==> src/rtl/cpu_rst_seq.sv <==
// Reset sequencer for NUM_CH CPU reset domains: power-on hold, staggered
// release, then per-channel debug-bridge hold and software reset pulses.
module cpu_rst_seq #(
  parameter int NUM_CH     = 4,
  parameter int POR_CYCLES = 16,
  parameter int STAGGER    = 4,
  parameter int MIN_PULSE  = 8,
  parameter int ARM_MODE   = 0
) (
  input  logic              clk_i,
  input  logic              rst_i,
  input  logic [NUM_CH-1:0] dbg_run_i,
  input  logic [NUM_CH-1:0] sw_rst_req_i,
  output logic [NUM_CH-1:0] rst_cpu_o,
  output logic [NUM_CH-1:0] armed_o,
  output logic              busy_o
);

  localparam int POR_W = $clog2(POR_CYCLES + 1);
  localparam int STG_W = $clog2(STAGGER + 1);
  localparam int PC_W  = $clog2(MIN_PULSE + 1);
  localparam int IDX_W = $clog2(NUM_CH + 1);

  localparam logic [NUM_CH-1:0] ARM_RST = (ARM_MODE != 0) ? {NUM_CH{1'b1}} : {NUM_CH{1'b0}};

  typedef enum logic [1:0] {
    S_POR,
    S_RELEASE,
    S_RUN
  } state_t;

  state_t            state_q, state_d;
  logic [POR_W-1:0]  por_cnt_q, por_cnt_d;
  logic [STG_W-1:0]  stg_cnt_q, stg_cnt_d;
  logic [IDX_W-1:0]  rel_idx_q, rel_idx_d;
  logic [NUM_CH-1:0] released_q, released_d;
  logic              busy_q, busy_d;
  logic [NUM_CH-1:0] armed_q, armed_d;
  logic [NUM_CH-1:0] rst_cpu_q, rst_cpu_d;
  logic [NUM_CH-1:0] dbg_prev_q, dbg_prev_d;
  logic [PC_W-1:0]   pc_q [NUM_CH];
  logic [PC_W-1:0]   pc_d [NUM_CH];
  logic [NUM_CH-1:0] dbg_fall;

  always_comb begin
    state_d    = state_q;
    por_cnt_d  = por_cnt_q;
    stg_cnt_d  = stg_cnt_q;
    rel_idx_d  = rel_idx_q;
    released_d = released_q;
    busy_d     = busy_q;
    case (state_q)
      S_POR: begin
        if (por_cnt_q == POR_W'(POR_CYCLES - 1)) begin
          por_cnt_d     = POR_W'(POR_CYCLES);
          released_d[0] = 1'b1;
          if (NUM_CH == 1) begin
            state_d = S_RUN;
            busy_d  = 1'b0;
          end else begin
            state_d   = S_RELEASE;
            rel_idx_d = IDX_W'(1);
          end
        end else begin
          por_cnt_d = por_cnt_q + 1'b1;
        end
      end
      S_RELEASE: begin
        if (stg_cnt_q == STG_W'(STAGGER - 1)) begin
          stg_cnt_d = '0;
          for (int k = 0; k < NUM_CH; k++) begin
            if (IDX_W'(k) == rel_idx_q) begin
              released_d[k] = 1'b1;
            end
          end
          if (rel_idx_q == IDX_W'(NUM_CH - 1)) begin
            state_d = S_RUN;
            busy_d  = 1'b0;
          end else begin
            rel_idx_d = rel_idx_q + 1'b1;
          end
        end else begin
          stg_cnt_d = stg_cnt_q + 1'b1;
        end
      end
      S_RUN: begin
        state_d = S_RUN;
      end
      default: begin
        state_d = S_POR;
      end
    endcase
  end

  // A debug drop only starts a pulse on a channel that is currently running.
  assign dbg_fall = armed_q & dbg_prev_q & ~dbg_run_i & ~rst_cpu_q;

  always_comb begin
    dbg_prev_d = dbg_run_i;
    armed_d    = (ARM_MODE != 0) ? {NUM_CH{1'b1}} : (armed_q | dbg_run_i);
    for (int k = 0; k < NUM_CH; k++) begin
      pc_d[k] = '0;
      if (released_q[k]) begin
        if (sw_rst_req_i[k] || dbg_fall[k]) begin
          pc_d[k] = PC_W'(MIN_PULSE);
        end else if (pc_q[k] != '0) begin
          pc_d[k] = pc_q[k] - 1'b1;
        end
      end
      rst_cpu_d[k] = ~released_d[k] | (pc_d[k] != '0) | (armed_q[k] & ~dbg_run_i[k]);
    end
  end

  always_ff @(posedge clk_i or posedge rst_i) begin
    if (rst_i) begin
      state_q    <= S_POR;
      por_cnt_q  <= '0;
      stg_cnt_q  <= '0;
      rel_idx_q  <= '0;
      released_q <= '0;
      busy_q     <= 1'b1;
      armed_q    <= ARM_RST;
      rst_cpu_q  <= {NUM_CH{1'b1}};
      dbg_prev_q <= '0;
      pc_q       <= '{default: '0};
    end else begin
      state_q    <= state_d;
      por_cnt_q  <= por_cnt_d;
      stg_cnt_q  <= stg_cnt_d;
      rel_idx_q  <= rel_idx_d;
      released_q <= released_d;
      busy_q     <= busy_d;
      armed_q    <= armed_d;
      rst_cpu_q  <= rst_cpu_d;
      dbg_prev_q <= dbg_prev_d;
      pc_q       <= pc_d;
    end
  end

  assign rst_cpu_o = rst_cpu_q;
  assign armed_o   = armed_q;
  assign busy_o    = busy_q;

endmodule

==> config.mk <==
export PLATFORM = sky130hd
export DESIGN_NAME = cpu_rst_seq
export DESIGN_NICKNAME = d
export VERILOG_FILES = /design/src/rtl/cpu_rst_seq.sv
export SDC_FILE = /design/constraint.sdc
export NUM_CORES = 1
export LEC_CHECK = 0
export BUFFER_PORTS_ARGS = -buffer_cell sky130_fd_sc_hd__buf_4
export CAP_MARGIN = 20
export CORE_MARGIN = 8
export CORE_UTILIZATION = 54
export DETAILED_ROUTE_END_ITERATION = 10
export GPL_TIMING_DRIVEN = 0
export PLACE_DENSITY = 0.74
export SLEW_MARGIN = 20
export SYNTH_ARGS = -nofsm -noshare
export SYNTH_HDL_FRONTEND = slang
export SYNTH_SLANG_ARGS = --single-unit
==> constraint.sdc <==
create_clock -name clk_i -period 3.1 [get_ports clk_i]
set_input_delay 0.93 -clock clk_i [delete_from_list [all_inputs] [get_ports clk_i]]
set_output_delay 0.93 -clock clk_i [all_outputs]
set_load 0.05 [all_outputs]
Word level (Yosys, flattened, before mapping)
Index checks and enable logic that the tools add are counted.
- equality and inequality tests: 12
- add/subtract/negate cells: 7
- reductions and logical operators: 18
- bitwise operators: 26
- mux-type cells: 30
- operator list (kind ; count):
    4-bit 2-to-1 mux ; 13
    4-bit nonzero test ; 8
    4-bit by 1-bit subtractor with 4-bit output (second input constant) ; 4
    3-bit 2-to-1 mux ; 5
    4-bit AND ; 3
    2-bit != test (second input constant) ; 4
    1-bit inverter ; 8
    4-bit inverter ; 2
    1-bit OR ; 8
    3-bit by 1-bit adder with 3-bit output (second input constant) ; 2
    2-bit by 3-bit equality test with 1-bit output (first input constant) ; 2
    3-bit by 2-bit equality test with 1-bit output (second input constant) ; 2
    2-bit 2-to-1 mux ; 3
    2-bit one-hot mux with 3 select lines ; 1
    3-bit one-hot mux with 2 select lines ; 1
    3-bit AND reduction ; 2
    5-bit by 1-bit adder with 5-bit output (second input constant) ; 1
    5-bit by 4-bit equality test with 1-bit output (second input constant) ; 1
    1-bit 2-to-1 mux ; 5
    5-bit 2-to-1 mux ; 1
    1-bit AND ; 4
    1-bit logical OR ; 4
    4-bit OR ; 1
    4-bit AND reduction ; 1
    other kinds (7) ; 7
- word-level logic and storage cells: 106
- input port bits: 10
- flip-flop bits (word level): 46

Logic depth before layout (Yosys ltp)
Gate-level depths: netlist of run 1.
- depth in word-level cells: 9
- depth in mapped cells: 7
- mapped depth without buffers: 7

Least setup slack after synthesis of run 1
No wires, ideal clock.
- path kind: input to register
- start: input dbg_run_i[1]
- end: register rst_cpu_q[1], in the netlist rst_cpu_o[1]
- stages on the path: 4
- data arrival time: 1.859 ns
- buffers on the path: 0
- library setup time: 0.094 ns
- slack: 1.146 ns
- path through: nor4bb_1 > or4b_1 > a31oi_1 > or4_1
- cells in the longest elaborated chain, start to end: 9
- RTL lines (what ; line ; source):
    from (decl) ; 12 ; input logic [NUM_CH-1:0] dbg_run_i,
    4-bit inverter ; 96 ; assign dbg_fall = armed_q & dbg_prev_q & ~dbg_run_i & ~rst_cpu_q;
    4-bit AND (2 in a row) ; 96 ;
    1-bit logical OR ; 104 ; if (sw_rst_req_i[k] || dbg_fall[k]) begin
    4-bit 2-to-1 mux ; 104 ;
    4-bit 2-to-1 mux ; 103 ; if (released_q[k]) begin
    4-bit nonzero test ; 110 ; rst_cpu_d[k] = ~released_d[k] | (pc_d[k] != '0) | (armed_q[k] & ~dbg_run_i[k]);
    1-bit OR ; 110 ;
    1-bit OR * ; 110 ;
    named net rst_cpu_d[1] ; 39 ; logic [NUM_CH-1:0] rst_cpu_q, rst_cpu_d;
    to (signal assigned) ; 123 ; rst_cpu_q <= {NUM_CH{1'b1}};
    to (signal assigned) ; 134 ; rst_cpu_q <= rst_cpu_d;
    to (decl) ; 39 ;
Mark *: on every way through the listed nets, which the timed path passes. The rest lies on a longest branch.
A chain may end at the register's enable or synchronous reset.

Worst setup path after layout of run 1
- start: register por_cnt_q[0]
- end: register state_q[1]
- cells in the longest elaborated chain, start to end: 3
- RTL lines (what ; line ; source):
    from (decl) ; 33 ; logic [POR_W-1:0] por_cnt_q, por_cnt_d;
    from (signal assigned) ; 128 ; por_cnt_q <= por_cnt_d;
    5-bit by 4-bit equality test with 1-bit output ; 54 ; if (por_cnt_q == POR_W'(POR_CYCLES - 1)) begin
    2-bit != test (no source line) ; n/a ;
    3-bit AND reduction (no source line) ; n/a ;
    to (signal assigned) ; 127 ; state_q <= state_d;
    to (decl) ; 32 ; state_t state_q, state_d;
Every way passes these cells.

==> impl_table.tex, run 1 <==
\begin{tabular}{lr}
\hline
Metric & Value \\
\hline
\multicolumn{2}{l}{\textbf{Outcome}} \\
Run status & finished clean \\
\multicolumn{2}{l}{\textbf{Place}} \\
Global placement routability congestion & 0.799 \\
Port buffer count & 18 \\
HPWL reported at the end of detailed placement & 3060 µm \\
\multicolumn{2}{l}{\textbf{Clocking}} \\
Num CTS Buffers & 5 \\
TritonCTS clock tree & yes \\
Clock Sink Count & 46 \\
Cts-stage hold buffer count & 0 \\
Clock transition at the registers of the reported paths & 0.08 ns \\
Number of levels in the clock H-tree & 2 \\
Maximum number of buffers from clock root to sink & 2 \\
Buffers inserted by post-CTS timing repair & 0 \\
CTS-repair resized insts & 0 \\
Clock latency at the later pin of the worst-skew pair & 0.29 ns \\
CTS Root Cell & clkbuf\_8 \\
\multicolumn{2}{l}{\textbf{Floorplan}} \\
Die height & 79.4 µm \\
Horiz. Die Dim & 79.4 µm \\
Top-level I/O count & 19 \\
Starting density of the core & 55.0\% \\
Core Area & 0.00394 mm² \\
Total Die Area & 0.00630 mm² \\
Site row count & 23 \\
\multicolumn{2}{l}{\textbf{STA}} \\
Final Max Slew Viols & 0 \\
Fraction of the cycle the final worst path needs & 69.2\% \\
Worst Hold Margin & 0.454 ns \\
Fin crit period & 2.15 ns \\
Unrepaired setup endpoints after global routing & no \\
Normalized max-slew margin & 65.5\% \\
Count of final setup violators & 0 \\
Clock Skew & 0.00651 ns \\
Highest attainable clock frequency & 466 MHz \\
Worst slew pin tran & 0.517 ns \\
Final Hold Fails & 0 \\
Total Negative Setup Slacks & 0 ns \\
\multicolumn{2}{l}{\textbf{Worst hold path}} \\
Min-delay worst type & flip-flop to flip-flop \\
Origin of the worst min-delay path & busy\_o \\
\multicolumn{2}{l}{\textbf{Global route}} \\
Total global-route track usage & 13.7\% \\
Vias in the first global route & 1,568 \\
Wire length of the first global-routing pass & 6880 µm \\
Pin count of the biggest net entering global routing & 25 \\
Initial antenna violation count & 0 \\
Overflow after GRT & 0 \\
\multicolumn{2}{l}{\textbf{Synth}} \\
Post-synthesis instance total & 193 \\
Post-synth ARST share & 100\% \\
Yosys warns & 0 \\
Number of register bits inferred by synthesis & 46 \\
Combined area of all synthesized cells & 0.00217 mm² \\
Synth unique cells & 41 \\
Syn\_area\_per\_cell & 11.2 µm² \\
Syn nets & 221 \\
Register area share after synthesis & 53.4\% \\
Number of synthesized flops with an enable pin & 0 \\
Flip-flop cell with the highest count after synthesis & dfrtp\_1 \\
\multicolumn{2}{l}{\textbf{Critical path}} \\
Start-to-end type of the worst setup path & flip-flop to flip-flop \\
Worst Path Max Fanout & 5 \\
Startpoint of the worst register-to-register path & por\_cnt\_q[0] \\
Required time of the critical path & 3.28 ns \\
Arrival time worst endpoint & 2.33 ns \\
Launching element of the worst setup path & por\_cnt\_q[0] \\
Crit end category & flip-flop \\
Kind of start point of the critical path & flip-flop \\
\multicolumn{2}{l}{\textbf{Pwr}} \\
Tot Pwr & 1.65 mW \\
Power density of the placed cells & 661 mW/mm² \\
Leakage dissipation & 1.18 nW \\
Peak supply drop & 0.291 mV \\
\multicolumn{2}{l}{\textbf{Route}} \\
Detail-routed net length per standard cell & 14.3 µm \\
Number of design rule violations left after detail routing & 0 \\
Antenna Violating Nets Remaining & 0 \\
Total number of vias & 1,454 \\
Drt pass-1 iters & 4 \\
Avg Vias per Cell & 5.39 \\
Starting DRC count in detailed routing & 48 \\
Drt total wl & 3860 µm \\
\multicolumn{2}{l}{\textbf{Layout}} \\
Growth of design area from synthesis to finish & 15.3\% \\
Final antenna diode count & 0 \\
Nets & 247 \\
Ratio of cells with drive above 1 in the final layout & 18.2\% \\
Number of filler instances in the final layout & 316 \\
\multicolumn{2}{l}{\textbf{Job}} \\
Maximum Capacitance Violations & 0 \\
\hline
\end{tabular}
-- layout make-up --
| type | count | area, µm² | share of cell area, % |
|---|---|---|---|
| Clock buffer | 7 | 76.3 | 3.05 |
| Tap cell | 50 | 62.6 | 2.50 |
| Sequential cell | 46 | 1160 | 46.3 |
| Timing Repair Buffer | 19 | 163 | 6.51 |
| Buffer | 1 | 3.75 | 0.150 |
| Multi-Input combinational cell | 120 | 908 | 36.4 |
| Inverter | 26 | 97.6 | 3.91 |
| Clock inverter | 1 | 30.0 | 1.20 |
-- worst paths after layout --
check	endpoint	slack, ns	cells after the start
max in group asynchronous	rst_cpu_o[0]	1.86	3
worst min register to register	busy_o	0.45	2
worst max-delay path	state_q[1]	0.95	7
min in group asynchronous	armed_o[2]	0.67	2
worst min-delay path	busy_o	0.45	2
worst max register to register	state_q[1]	0.95	7
-- layout by cell type, fill, tap and decap left out, drive strengths merged, types with 5 or more instances in the layout --
master and n:
nand2 7, ha 18, a31oi 5, mux2 6, nor2 17, dfstp 5, buf 19, inv 26
o21ai 8, dfrtp 41, clkbuf 8
-- cells in the mapped netlist, types with 3 or more instances --
library cell | instances | area [µm²]
nor4bb_1 | 4 | 40.0
nor2_1 | 17 | 63.8
mux2_1 | 3 | 33.8
and3_1 | 3 | 18.8
nor3b_1 | 4 | 30.0
dfstp_2 | 5 | 131
nand2_1 | 7 | 26.3
o21ai_0 | 6 | 30.0
or2_2 | 4 | 25.0
inv_1 | 25 | 93.8
o31a_1 | 3 | 26.3
a31oi_1 | 5 | 31.3
a21oi_1 | 3 | 15.0
or4b_1 | 4 | 40.0
dfrtp_1 | 41 | 1030
nor3_1 | 4 | 20.0
ha_1 | 18 | 225
nor2b_1 | 4 | 25.0
xnor2_1 | 4 | 35.0
-- report_power, final --
group | switching [mW] | internal, mW | leakage [nW] | total, mW
Combinational | 0.234 | 0.218 | 0.599 | 0.453
Sequential | 0.0707 | 0.702 | 0.525 | 0.773
Clock | 0.185 | 0.241 | 0.0524 | 0.426
-- worst max-delay path, cell delays in order, from the launching register on --
cell and delay, ns:
dfrtp_1 0.41, ha_1 0.23, and3_1 0.19, ha_1 0.24
nor2b_1 0.32, a21o_1 0.21, a21oi_1 0.10, mux2_1 0.33
-- flip-flops by register name, summed over array words and instances, names as in the netlist, 2 cells and up --
| signal | cells |
|---|---|
| armed_o | 4 |
| dbg_prev_q | 4 |
| pc_q | 16 |
| por_cnt_q | 5 |
| rel_idx_q | 3 |
| released_q | 4 |
| rst_cpu_o | 4 |
| state_q | 2 |
| stg_cnt_q | 3 |
-- stage by stage --
step	area, µm²	cells	worst slack, ns	utilization, %
detailed placement	2390	262	0.836	60.7
global placement	2360	261	0.607	60.0
CTS	2500	270	0.955	63.4
finish	2500	270	0.953	63.4
global route	2500	270	0.839	63.4
floorplan	2170	193	1.09	-
-- kinds of logic after synthesis --
logic type	Yosys count	share of synthesized area, %
adder cells (fa/ha/maj)	18	10.4
AND/OR/NAND/NOR	58	15.4
multiplexers	8	4.39
buffers and inverters	27	4.68
AO/OA/AOI/OAI	32	10.1
XOR/XNOR	4	1.62
flip-flops	46	53.4
-- routing by layer --
| layer | GRT usage, % | vias to the layer above | wire (µm) |
|---|---|---|---|
| met3 | 4.74 | 5 | 140 |
| met4 | 5.37 | 0 | 48 |
| met1 | 14.6 | 711 | 1600 |
| met2 | 24.2 | 18 | 2070 |
| met5 | 0 | - | 0 |
| li1 | - | 720 | - |
Power figures use the tool's default switching activity.
==> run 2: changes to the inputs <==
==> constraint.sdc (replaced) <==
create_clock -name clk_i -period 2.2 [get_ports clk_i]
set_input_delay 0.66 -clock clk_i [delete_from_list [all_inputs] [get_ports clk_i]]
set_output_delay 0.66 -clock clk_i [all_outputs]
set_load 0.05 [all_outputs]
==> impl_table.tex, run 2 (synthesis results as in run 1) <==
\begin{tabular}{lr}
\hline
Metric & Value \\
\hline
\multicolumn{2}{l}{\textbf{STA}} \\
Count of final setup violators & 0 \\
Unrepaired setup endpoints after global routing & no \\
Normalized max-slew margin & 65.6\% \\
Final Max Slew Viols & 0 \\
Smallest setup slack after layout & 0.162 ns \\
Fin crit period & 2.04 ns \\
Fraction of the cycle the final worst path needs & 92.6\% \\
Worst slew pin tran & 0.516 ns \\
Clock Skew & 0.00680 ns \\
Final Hold Fails & 0 \\
Highest attainable clock frequency & 491 MHz \\
\multicolumn{2}{l}{\textbf{Layout}} \\
Ratio of cells with drive above 1 in the final layout & 18.6\% \\
Nets & 247 \\
Register with the most flip-flops & pc\_q \\
Commonest cells after routing, fill and taps aside & dfrtp\_1, inv\_1, ha\_1, buf\_4, nor2\_1 \\
Final core utilization & 63.4\% \\
Largest registers ranked by flip-flop count & pc\_q (16), por\_cnt\_q (5) \\
Max reg flops & 16 \\
Final antenna diode count & 0 \\
Most common cell after layout, fill and taps aside & dfrtp\_1 \\
Growth of design area from synthesis to finish & 15.4\% \\
\multicolumn{2}{l}{\textbf{Global route}} \\
Overflow after GRT & 0 \\
Wire length of the first global-routing pass & 6880 µm \\
Vias in the first global route & 1,568 \\
Initial antenna violation count & 0 \\
Total global-route track usage & 13.7\% \\
Pin count of the biggest net entering global routing & 25 \\
\multicolumn{2}{l}{\textbf{Outcome}} \\
Run status & finished clean \\
\multicolumn{2}{l}{\textbf{Place}} \\
Worst slack, placed & 0.0631 ns \\
Port buffer count & 18 \\
Global placement routability congestion & 0.799 \\
HPWL reported at the end of detailed placement & 3060 µm \\
\multicolumn{2}{l}{\textbf{Critical path}} \\
Kind of start point of the critical path & flip-flop \\
Register-to-Register Path Depth & 7 \\
Arrival time worst endpoint & 2.22 ns \\
Crit end category & flip-flop \\
Start-to-end type of the worst setup path & flip-flop to flip-flop \\
Worst Path Max Fanout & 5 \\
Required time of the critical path & 2.38 ns \\
\multicolumn{2}{l}{\textbf{Clocking}} \\
TritonCTS clock tree & yes \\
Number of levels in the clock H-tree & 2 \\
Clock Sink Count & 46 \\
Clock latency at the later pin of the worst-skew pair & 0.29 ns \\
Maximum number of buffers from clock root to sink & 2 \\
Clock transition at the registers of the reported paths & 0.08 ns \\
CTS Root Cell & clkbuf\_8 \\
Buffers inserted by post-CTS timing repair & 0 \\
Num CTS Buffers & 5 \\
\multicolumn{2}{l}{\textbf{Job}} \\
Maximum Capacitance Violations & 0 \\
\multicolumn{2}{l}{\textbf{Pwr}} \\
Peak supply drop & 0.408 mV \\
Power density of the placed cells & 930 mW/mm² \\
Leakage dissipation & 1.18 nW \\
\multicolumn{2}{l}{\textbf{Worst hold path}} \\
Min-delay worst type & input port to asynchronous set/reset pin \\
\multicolumn{2}{l}{\textbf{Route}} \\
Avg Vias per Cell & 5.42 \\
Antenna Violating Nets Remaining & 0 \\
Starting DRC count in detailed routing & 38 \\
Number of design rule violations left after detail routing & 0 \\
Detail-routed net length per standard cell & 14.3 µm \\
Drt total wl & 3860 µm \\
Total number of vias & 1,464 \\
Drt pass-1 iters & 4 \\
\multicolumn{2}{l}{\textbf{Floorplan}} \\
Top-level I/O count & 19 \\
Site row count & 23 \\
Die height & 79.4 µm \\
Total Die Area & 0.00630 mm² \\
Core Area & 0.00394 mm² \\
Horiz. Die Dim & 79.4 µm \\
Starting density of the core & 55.0\% \\
\hline
\end{tabular}
## run 2: cell type report
type / instances / area, µm²
Buffer: 1 / 3.75
Clock buffer: 7 / 76.3
Clock inverter: 1 / 30.0
Fill cell: 317 / 1440
Inverter: 26 / 97.6
Multi-Input combinational cell: 120 / 911
Sequential cell: 46 / 1160
Tap cell: 50 / 62.6
Timing Repair Buffer: 19 / 163
## run 2: path summary, 6_finish.rpt
check,startpoint,end,slack [ns]
worst max-delay path,por_cnt_q[0],state_q[1],0.16
min in group clk_i,busy_o,busy_o,0.45
max in group asynchronous,rst_i,rst_cpu_o[0],1.23
worst max register to register,por_cnt_q[0],state_q[1],0.16
worst min register to register,busy_o,busy_o,0.45
worst min-delay path,rst_i,armed_o[2],0.40
## run 2: layer usage
layer	track usage, %	wire length (µm)
met1	14.6	1610
met5	0	0
met4	5.37	48
met3	4.74	127
met2	24.2	2070
## run 2: report_power, final
group	leakage, nW	internal, mW	switching (mW)
Combinational	0.599	0.307	0.331
Clock	0.0524	0.340	0.258
Sequential	0.525	0.989	0.0998
## run 2: metrics by stage
stage | std cells | TNS, ns | power (mW) | hold WS [ns] | area, µm²
final | 270 | 0 | 2.32 | 0.401 | 2500
after global routing | 270 | 0 | 2.49 | 0.422 | 2500
after CTS | 270 | 0 | 2.35 | 0.406 | 2500
after detailed placement | 262 | 0 | 1.75 | 0.441 | 2390
after global placement | 261 | -0.840 | 1.68 | 0.437 | 2360
after floorplan | 193 | 0 | 1.59 | 0.436 | 2170
## run 2: what timing repair did
action	CTS	global route
endpoints found under the setup margin	0	1
resized for setup	0	1
endpoints found under the hold margin	0	0
hold buffers	0	0
## run 2: worst max-delay path, cell delays in order, from the launching register on
cell and delay [ns]:
dfrtp_1 0.40, ha_1 0.23, and3_1 0.19, ha_1 0.25, nor2b_2 0.23, a21o_1 0.20, a21oi_1 0.10, mux2_1 0.33
==> run 3: changes to the inputs <==
--- a/config.mk
+++ b/config.mk
@@ -5,6 +5,7 @@
 export SDC_FILE = /design/constraint.sdc
 export NUM_CORES = 1
 export LEC_CHECK = 0
+export ABC_AREA = 1
 export BUFFER_PORTS_ARGS = -buffer_cell sky130_fd_sc_hd__buf_4
 export CAP_MARGIN = 20
 export CORE_MARGIN = 8
@@ -12,7 +13,6 @@
 export DETAILED_ROUTE_END_ITERATION = 10
 export GPL_TIMING_DRIVEN = 0
 export PLACE_DENSITY = 0.74
-export SLEW_MARGIN = 20
 export SYNTH_ARGS = -nofsm -noshare
 export SYNTH_HDL_FRONTEND = slang
 export SYNTH_SLANG_ARGS = --single-unit
==> impl_table.tex, run 3 <==
\begin{tabular}{lr}
\hline
Metric & Value \\
\hline
\multicolumn{2}{l}{\textbf{Outcome}} \\
Run status & finished clean \\
\multicolumn{2}{l}{\textbf{STA}} \\
Worst slew pin tran & 0.265 ns \\
Clock Skew & 0.00440 ns \\
Fraction of the cycle the final worst path needs & 77.0\% \\
Normalized max-slew margin & 82.3\% \\
Fin crit period & 1.69 ns \\
Unrepaired setup endpoints after global routing & no \\
Final Hold Fails & 0 \\
Highest attainable clock frequency & 590 MHz \\
Worst Hold Margin & 0.285 ns \\
Final Max Slew Viols & 0 \\
Count of final setup violators & 0 \\
\multicolumn{2}{l}{\textbf{Synth}} \\
Post-synth ARST share & 100\% \\
Yosys top cell area share & 42.5\% \\
Number of register bits inferred by synthesis & 46 \\
Register area share after synthesis & 48.0\% \\
Flip-flop cell with the highest count after synthesis & dfrtp\_1 \\
Post-synthesis instance total & 280 \\
Syn nets & 308 \\
Yosys warns & 0 \\
Combined area of all synthesized cells & 0.00241 mm² \\
Synth unique cells & 31 \\
List of most frequent post-synthesis cells & inv\_1, nand2\_1, dfrtp\_1, nor2\_1 \\
Syn\_area\_per\_cell & 8.62 µm² \\
Top-count cell post-synth & inv\_1 \\
Number of synthesized flops with an enable pin & 0 \\
Cell taking the most area after synthesis & dfrtp\_1 \\
Largest cells by area after synthesis & dfrtp\_1, ha\_1, inv\_1 \\
\multicolumn{2}{l}{\textbf{Critical path}} \\
Crit end category & primary output \\
Kind of start point of the critical path & flip-flop \\
Delay of the slowest cell on the worst path & 0.54 ns \\
Start-to-end type of the worst setup path & flip-flop to primary output \\
Critical Path Slowest Stage Cell & dfstp\_2 \\
Required time of the critical path & 1.54 ns \\
Chain of cells forming the critical path & buf\_4 \\
CP top delay family & flip-flops \\
Worst Path Max Fanout & 2 \\
Worst Path Buf+Inv & 1 \\
Arrival time worst endpoint & 1.03 ns \\
Register-to-Register Path Depth & 9 \\
Stages on the worst setup path & 1 \\
\multicolumn{2}{l}{\textbf{Pwr}} \\
Power density of the placed cells & 881 mW/mm² \\
Peak supply drop & 0.435 mV \\
Tot Pwr & 2.40 mW \\
Leakage dissipation & 1.42 nW \\
\multicolumn{2}{l}{\textbf{Layout}} \\
Commonest cells after routing, fill and taps aside & inv\_1, nand2\_1, nor2\_1, dfrtp\_1 \\
Nets & 334 \\
Register with the most flip-flops & pc\_q \\
Ratio of cells with drive above 1 in the final layout & 17.9\% \\
Max reg flops & 16 \\
Number of filler instances in the final layout & 382 \\
Growth of design area from synthesis to finish & 12.9\% \\
Most common cell after layout, fill and taps aside & inv\_1 \\
Largest registers ranked by flip-flop count & pc\_q (16), por\_cnt\_q (5) \\
Final antenna diode count & 0 \\
\multicolumn{2}{l}{\textbf{Clocking}} \\
Cts-stage hold buffer count & 0 \\
Num CTS Buffers & 5 \\
Buffers inserted by post-CTS timing repair & 0 \\
CTS Root Cell & clkbuf\_8 \\
Clock Sink Count & 46 \\
Clock latency at the later pin of the worst-skew pair & 0.30 ns \\
Maximum number of buffers from clock root to sink & 2 \\
CTS-repair resized insts & 0 \\
Number of levels in the clock H-tree & 2 \\
Clock transition at the registers of the reported paths & 0.08 ns \\
TritonCTS clock tree & yes \\
\multicolumn{2}{l}{\textbf{Floorplan}} \\
Top-level I/O count & 19 \\
Starting density of the core & 55.8\% \\
Die height & 82.8 µm \\
Site row count & 24 \\
Core Area & 0.00432 mm² \\
Total Die Area & 0.00686 mm² \\
Horiz. Die Dim & 82.8 µm \\
\multicolumn{2}{l}{\textbf{Global route}} \\
Vias in the first global route & 1,815 \\
Overflow after GRT & 0 \\
Wire length of the first global-routing pass & 7380 µm \\
Initial antenna violation count & 0 \\
Pin count of the biggest net entering global routing & 36 \\
Total global-route track usage & 12.5\% \\
\multicolumn{2}{l}{\textbf{Place}} \\
HPWL reported at the end of detailed placement & 3200 µm \\
Global placement routability congestion & 0.815 \\
Port buffer count & 18 \\
\multicolumn{2}{l}{\textbf{Route}} \\
Total number of vias & 1,794 \\
Antenna Violating Nets Remaining & 0 \\
Number of design rule violations left after detail routing & 0 \\
Drt total wl & 4060 µm \\
Detail-routed net length per standard cell & 11.3 µm \\
Starting DRC count in detailed routing & 59 \\
Drt pass-1 iters & 4 \\
Avg Vias per Cell & 5.00 \\
\multicolumn{2}{l}{\textbf{Job}} \\
Maximum Capacitance Violations & 0 \\
\multicolumn{2}{l}{\textbf{Worst hold path}} \\
Min-delay worst type & input port to asynchronous set/reset pin \\
\hline
\end{tabular}
## run 3: cell count changes after synthesis, sizes merged, moves of 5 or more
cell   delta
nand2    +41
inv      +26
nor2     +26
nand3    +16
a21oi    +13
mux2      -6
a31oi     -5
## run 3: cells by family (layout without fill, tap and decap cells)
logic type	Yosys count	count (layout)	share of synthesized area (%)
AND/OR/NAND/NOR	123	123	22.6
buffers and inverters	53	80	8.56
XOR/XNOR	3	3	1.09
adder cells (fa/ha/maj)	18	18	9.34
AO/OA/AOI/OAI	37	37	10.4
flip-flops	46	46	48.0
## run 3: per-stage QoR
step	instance area (µm²)	worst slack, ns	instances	TNS (ns)	utilization (%)
after global placement	2610	-0.126	350	-5.05	60.4
after detailed placement	2630	0.534	351	0	60.9
final	2720	0.506	359	0	63.0
after floorplan	2410	0.461	280	0	-
after CTS	2720	0.500	359	0	63.0
after global routing	2720	0.321	359	0	63.0
## run 3: where the power goes
| part | internal [mW] | leakage, nW | switching, mW |
|---|---|---|---|
| clock | 0.254 | 0.0482 | 0.278 |
| combinational | 0.303 | 0.852 | 0.486 |
| sequential | 0.994 | 0.525 | 0.0854 |
| total | 1.55 | 1.42 | 0.849 |
## run 3: routing by layer
metal | global-route usage, % | vias up | wire length [µm]
li1 | - | 930 | -
met1 | 13.3 | 839 | 1820
met2 | 22.3 | 16 | 2040
met3 | 3.22 | 9 | 115
met4 | 6.39 | 0 | 90
met5 | 0 | - | 0
## run 3: final cells by class
| cell class | instances | area [µm²] | area share [%] |
|---|---|---|---|
| Clock buffer | 7 | 86.3 | 3.17 |
| Inverter | 52 | 195 | 7.17 |
| Timing Repair Buffer | 19 | 155 | 5.70 |
| Clock inverter | 1 | 5.00 | 0.184 |
| Buffer | 1 | 11.3 | 0.413 |
| Tap cell | 52 | 65.1 | 2.39 |
| Sequential cell | 46 | 1160 | 42.5 |
| Multi-Input combinational cell | 181 | 1050 | 38.5 |
## run 3: path summary, 6_finish.rpt
check	start	end	slack (ns)
max reg2reg	por_cnt_q[0]	rel_idx_q[0]	0.53
min reg2reg	busy_o	busy_o	0.46
max	rst_cpu_o[3]	rst_cpu_o[3]	0.51
max in group asynchronous	rst_i	busy_o	1.39
min	rst_i	armed_o[1]	0.29
min in group clk_i	busy_o	busy_o	0.46
## run 3: worst reg2reg max path: cells and delay by family (launching register included)
| kind | cells | cell delay, ns |
|---|---|---|
| compound gates | 3 | 0.27 |
| fa+ha+maj | 2 | 0.43 |
| buf+inv | 1 | 0.05 |
| flops | 1 | 0.40 |
| simple gates | 3 | 0.45 |
